--- src/rtl/seq_scan_ctrl.sv ---
// Scan controller: serialises one word LSB-first into a sequence detector,
// drains it for N cycles and counts the detector's valid cycles.
module seq_scan_ctrl #(
   parameter int N  = 3,
   parameter int W  = 8,
   parameter int CW = 4
) (
   input  logic          clk,
   input  logic          reset_n,
   input  logic          start,
   input  logic          abort,
   input  logic [W-1:0]  word,
   input  logic [N-1:0]  pattern,
   input  logic          valid,
   output logic          a,
   output logic [N-1:0]  seq,
   output logic          det_reset_n,
   output logic          busy,
   output logic          done,
   output logic [CW-1:0] match_count
);

   localparam int MAXL = (W > N) ? W : N;
   localparam int IW   = (MAXL > 2) ? $clog2(MAXL) : 1;

   typedef enum logic [2:0] {
      S_IDLE  = 3'd0,
      S_CLEAR = 3'd1,
      S_SHIFT = 3'd2,
      S_FLUSH = 3'd3,
      S_DONE  = 3'd4
   } state_t;

   state_t        r_state;
   state_t        w_state_nxt;
   logic [IW-1:0] r_bit_idx;
   logic [IW-1:0] w_idx_nxt;
   logic [W-1:0]  r_word;
   logic [W-1:0]  w_word_nxt;
   logic [N-1:0]  r_pat;
   logic [N-1:0]  w_pat_nxt;
   logic [CW-1:0] r_count;
   logic [CW-1:0] w_count_nxt;
   logic [CW-1:0] w_count_inc;
   logic          r_a;
   logic          w_a_nxt;
   logic          r_busy;
   logic          r_done;

   // Next-state, index, latch and saturating-count logic
   always_comb begin
      w_state_nxt = r_state;
      w_idx_nxt   = r_bit_idx;
      w_word_nxt  = r_word;
      w_pat_nxt   = r_pat;
      w_count_nxt = r_count;
      if (r_count == {CW{1'b1}}) begin
         w_count_inc = r_count;
      end else begin
         w_count_inc = r_count + CW'(1);
      end
      case (r_state)
         S_IDLE: begin
            // abort takes priority over a simultaneous start
            if (start && !abort) begin
               w_state_nxt = S_CLEAR;
               w_word_nxt  = word;
               w_pat_nxt   = pattern;
               w_count_nxt = {CW{1'b0}};
               w_idx_nxt   = {IW{1'b0}};
            end else begin
               w_state_nxt = S_IDLE;
            end
         end
         S_CLEAR: begin
            if (abort) begin
               w_state_nxt = S_IDLE;
               w_count_nxt = {CW{1'b0}};
            end else begin
               w_state_nxt = S_SHIFT;
               w_idx_nxt   = {IW{1'b0}};
            end
         end
         S_SHIFT: begin
            if (abort) begin
               w_state_nxt = S_IDLE;
               w_count_nxt = {CW{1'b0}};
               w_idx_nxt   = {IW{1'b0}};
            end else begin
               if (valid) begin
                  w_count_nxt = w_count_inc;
               end else begin
                  w_count_nxt = r_count;
               end
               if (r_bit_idx == IW'(W - 1)) begin
                  w_state_nxt = S_FLUSH;
                  w_idx_nxt   = {IW{1'b0}};
               end else begin
                  w_idx_nxt   = r_bit_idx + IW'(1);
               end
            end
         end
         S_FLUSH: begin
            if (abort) begin
               w_state_nxt = S_IDLE;
               w_count_nxt = {CW{1'b0}};
               w_idx_nxt   = {IW{1'b0}};
            end else begin
               if (valid) begin
                  w_count_nxt = w_count_inc;
               end else begin
                  w_count_nxt = r_count;
               end
               if (r_bit_idx == IW'(N - 1)) begin
                  w_state_nxt = S_DONE;
                  w_idx_nxt   = {IW{1'b0}};
               end else begin
                  w_idx_nxt   = r_bit_idx + IW'(1);
               end
            end
         end
         S_DONE: begin
            w_state_nxt = S_IDLE;
         end
         default: begin
            w_state_nxt = S_IDLE;
            w_idx_nxt   = {IW{1'b0}};
         end
      endcase
   end

   // Serial bit for the coming cycle, taken from the already-latched word
   always_comb begin
      if (w_state_nxt == S_SHIFT) begin
         w_a_nxt = r_word[w_idx_nxt];
      end else begin
         w_a_nxt = 1'b0;
      end
   end

   // State and registered-output update
   always_ff @(posedge clk or negedge reset_n) begin
      if (!reset_n) begin
         r_state   <= S_IDLE;
         r_bit_idx <= {IW{1'b0}};
         r_word    <= {W{1'b0}};
         r_pat     <= {N{1'b0}};
         r_count   <= {CW{1'b0}};
         r_a       <= 1'b0;
         r_busy    <= 1'b0;
         r_done    <= 1'b0;
      end else begin
         r_state   <= w_state_nxt;
         r_bit_idx <= w_idx_nxt;
         r_word    <= w_word_nxt;
         r_pat     <= w_pat_nxt;
         r_count   <= w_count_nxt;
         r_a       <= w_a_nxt;
         r_busy    <= (w_state_nxt != S_IDLE);
         r_done    <= (w_state_nxt == S_DONE);
      end
   end

   // Detector reset must track reset_n asynchronously, so it is decoded here
   assign det_reset_n = reset_n & (r_state != S_CLEAR);
   assign a           = r_a;
   assign seq         = r_pat;
   assign busy        = r_busy;
   assign done        = r_done;
   assign match_count = r_count;

endmodule
--- config.mk ---
export PLATFORM = sky130hd
export DESIGN_NAME = seq_scan_ctrl
export DESIGN_NICKNAME = d
export VERILOG_FILES = /design/src/rtl/seq_scan_ctrl.sv
export SDC_FILE = /design/constraint.sdc
export NUM_CORES = 1
export LEC_CHECK = 0
export ABC_AREA = 1
export CAP_MARGIN = 10
export CELL_PAD_IN_SITES_DETAIL_PLACEMENT = 1
export CELL_PAD_IN_SITES_GLOBAL_PLACEMENT = 1
export CORE_MARGIN = 1
export CORE_UTILIZATION = 33
export CTS_CLUSTER_DIAMETER = 200
export DETAILED_ROUTE_END_ITERATION = 10
export PLACE_DENSITY = 0.82
export SLEW_MARGIN = 20
export SYNTH_ARGS = -nofsm -noshare
export SYNTH_HDL_FRONTEND = slang
export SYNTH_SLANG_ARGS = --single-unit
--- constraint.sdc ---
create_clock -name clk -period 1.6 [get_ports clk]
set_clock_uncertainty 0.1 [all_clocks]
set_input_delay 0.32 -clock clk [delete_from_list [all_inputs] [get_ports clk]]
set_output_delay 0.32 -clock clk [all_outputs]
set_load 0.01 [all_outputs]
==> results.yml <==
setup_path:
  ff2ff_setup_slack_ns: -0.22
  cp_max_fo: 5
  cp.arrival_ns: 1.88
  start_kind: "register"
  required_ns: 1.66
  crit_path_end_kind: "register"
  crit_type: "reg -> reg"
synth:
  synth_common_cells: "dfrtp_1, nand2_1, inv_1"
  yosys.area.top_type: "dfrtp_1"
  synthesis.area_um2: 1210
  yosysMostFrequentCell: "dfrtp_1"
  syn_nets: 155
  synth_seq_cells: 24
  yosys_most_used_dff: "dfrtp_1"
  synth.avg_cell_area_um2: 9.00
  yosysUniqueCellTypes: 23
  netlist_instances: 135
  ys_seq_area_share_pct: 49.4
  synth-edff-count: 0
  synth_top_area_share_pct: 49.4
  synth_warnings: 0
  synth_area_leaders: "dfrtp_1, nand2_1, inv_1, a21oi_1, nand3_1"
  synth-async-reset-ratio_pct: 100
sta:
  setup-violations-final: 18
  slew_viol_final: 0
  finalHoldViolations: 0
  setup_slack_ns: -0.220
  fmax_mhz: 549
  slew_headroom_pct: 66.4
  worst_pin_slew_ns: 0.500
  hold-worst-slack_ns: 0.403
  min_period_over_period_pct: 114
  rsz0062_at_grt: "yes"
  layout_min_cycle_time_ns: 1.82
power_and_ir_drop:
  vdd_ir_drop_max_mv: 0.596
  finalPower_mw: 1.94
  powerDensity_nw_per_um2: 902
  leakage_nw: 1.00
route:
  drtIter0Drc: 21
  drc_errors: 0
  routed_wl_um: 4480
  vias: 1196
  wl_per_cell_um: 18.4
  vias_per_cell: 4.92
  dr.pass1.iters: 4
  ant_nets: 0
place:
  pre_cts_slack_ns: -0.407
  gp_congestion: 0.808
  portBuffers: 26
  dpl_cell_area_um2: 1700
  dpl.hpwl_um: 2660
clock_network:
  htree_levels: 1
  clockRootBuffer: "clkbuf_8"
  cts_buffer_depth: 2
  path_clk_slew_ns: 0.09
  cts_buffers: 3
  cts.sinks: 24
  clk_latency_ns: 0.27
  cts_tree: "built"
floorplan:
  rows: 21
  initial_core_util_pct: 35.3
  core_um2: 3440
  die_w_um: 62.7
  design.die.area_um2: 3930
  die_h_um: 62.7
  io_pins: 27
final_layout:
  antenna_cells: 0
  n_fill_cell: 375
  final_area_um2: 2140
  area_growth_pct: 76.5
  drive_gt1_share_pct: 50.8
  nNetsFinal: 218
grt:
  grt_pass1_vias: 1349
  track_usage_pct: 20.9
  grt_pass1_wl_um: 6240
  overflow: 0
  grt_max_degree: 25
  grt_antenna_before_repair: 0
outcome:
  violations: "setup timing"
  outcome: "complete, but fails checks"
run:
  max_cap_viol_count: 0
hold_path:
  hold_class: "in -> async"
## state kept, by name, indices dropped and copies added, names as in the netlist
name         count
r_word           8
match_count      4
r_bit_idx        3
r_state          3
seq              3
a                1
busy             1
done             1
## cell families after synthesis
| group | after synthesis | share of synthesized area [%] |
|---|---|---|
| buf+inv | 22 | 6.80 |
| xor+xnor | 1 | 0.721 |
| flops | 24 | 49.4 |
| fa+ha+maj | 4 | 4.12 |
| mux | 5 | 4.63 |
| compound gates | 18 | 8.75 |
| simple gates | 61 | 25.5 |
## path summary, 6_finish.rpt
check                                    end  cells past startpoint       start
worst max-delay path                       a                     13  r_state[1]
worst max register to register             a                     13  r_state[1]
max in group asynchronous          r_word[2]                      2     reset_n
min in group clk                   r_word[2]                      2   r_word[2]
worst min register to register     r_word[2]                      2   r_word[2]
worst min-delay path            r_bit_idx[2]                      2     reset_n
## cell usage in the layout (no fill, tap or decap), types with 2 or more instances in the layout
cell type / n
dlymetal6s2s_1: 3
buf_4: 23
nand3_1: 9
nor2_1: 5
nand2_4: 5
mux2_2: 5
nand3_2: 3
nor2_4: 13
nand2_1: 10
o21ai_2: 2
buf_6: 7
inv_1: 14
ha_4: 2
a21oi_1: 5
a21oi_2: 8
dfrtp_1: 24
nor3_1: 2
inv_2: 6
nand2_2: 8
buf_8: 2
clkdlybuf4s50_1: 16
nand3_4: 2
dlygate4sd2_1: 6
clkbuf_8: 4
## layer usage
layer  vias to the layer above  global-route usage, %  routed length [um]
met5                         -                      0                   0
met4                         0                   9.59                 125
met3                        13                   2.55                 114
met2                        38                   38.6                2490
met1                       587                   23.7                1750
li1                        558                      -                   -
## metrics by stage
stage          util [%]  cells  TNS [ns]
6_report           62.3    243    -0.942
5_1_grt            62.3    243     -1.84
4_1_cts            55.7    239    -0.299
3_5_place_dp       49.4    227     -4.95
3_3_place_gp       49.4    227     -3.77
2_1_floorplan         -    135         0
## final cells by class
class	count	area [um^2]	share of cell area [%]
clock buffers	4	55.1	2.57
well taps	46	57.6	2.68
inverters	21	81.3	3.79
flip-flops and latches	24	601	28.0
multi-input cells	89	793	37.0
repair buffers	59	557	26.0
## report_power, final
part           internal [mW]  switching [mW]  leakage, nW
Sequential             0.703          0.0580        0.301
Combinational          0.357           0.392        0.673
Clock                  0.220           0.205       0.0288
## timing repair
item,4_1_cts,5_1_grt
pin swaps,10,18
setup buffers,8,4
gates resized for setup,37,53
hold buffers,0,0
setup endpoints to repair,17,21
## critical path, cell delays in order, from the launching register on
cell and delay (ns):
dfrtp_1 0.38, buf_6 0.11, buf_6 0.13, nand2_4 0.06, nor2_4 0.12, nand2_2 0.07, nand2_4 0.08, nand3_4 0.11
nand2_4 0.12, nand2_2 0.05, nand3_1 0.08, nand2_1 0.09, nor2_1 0.13, nor2_1 0.07
(Power assumes the default switching activity.)
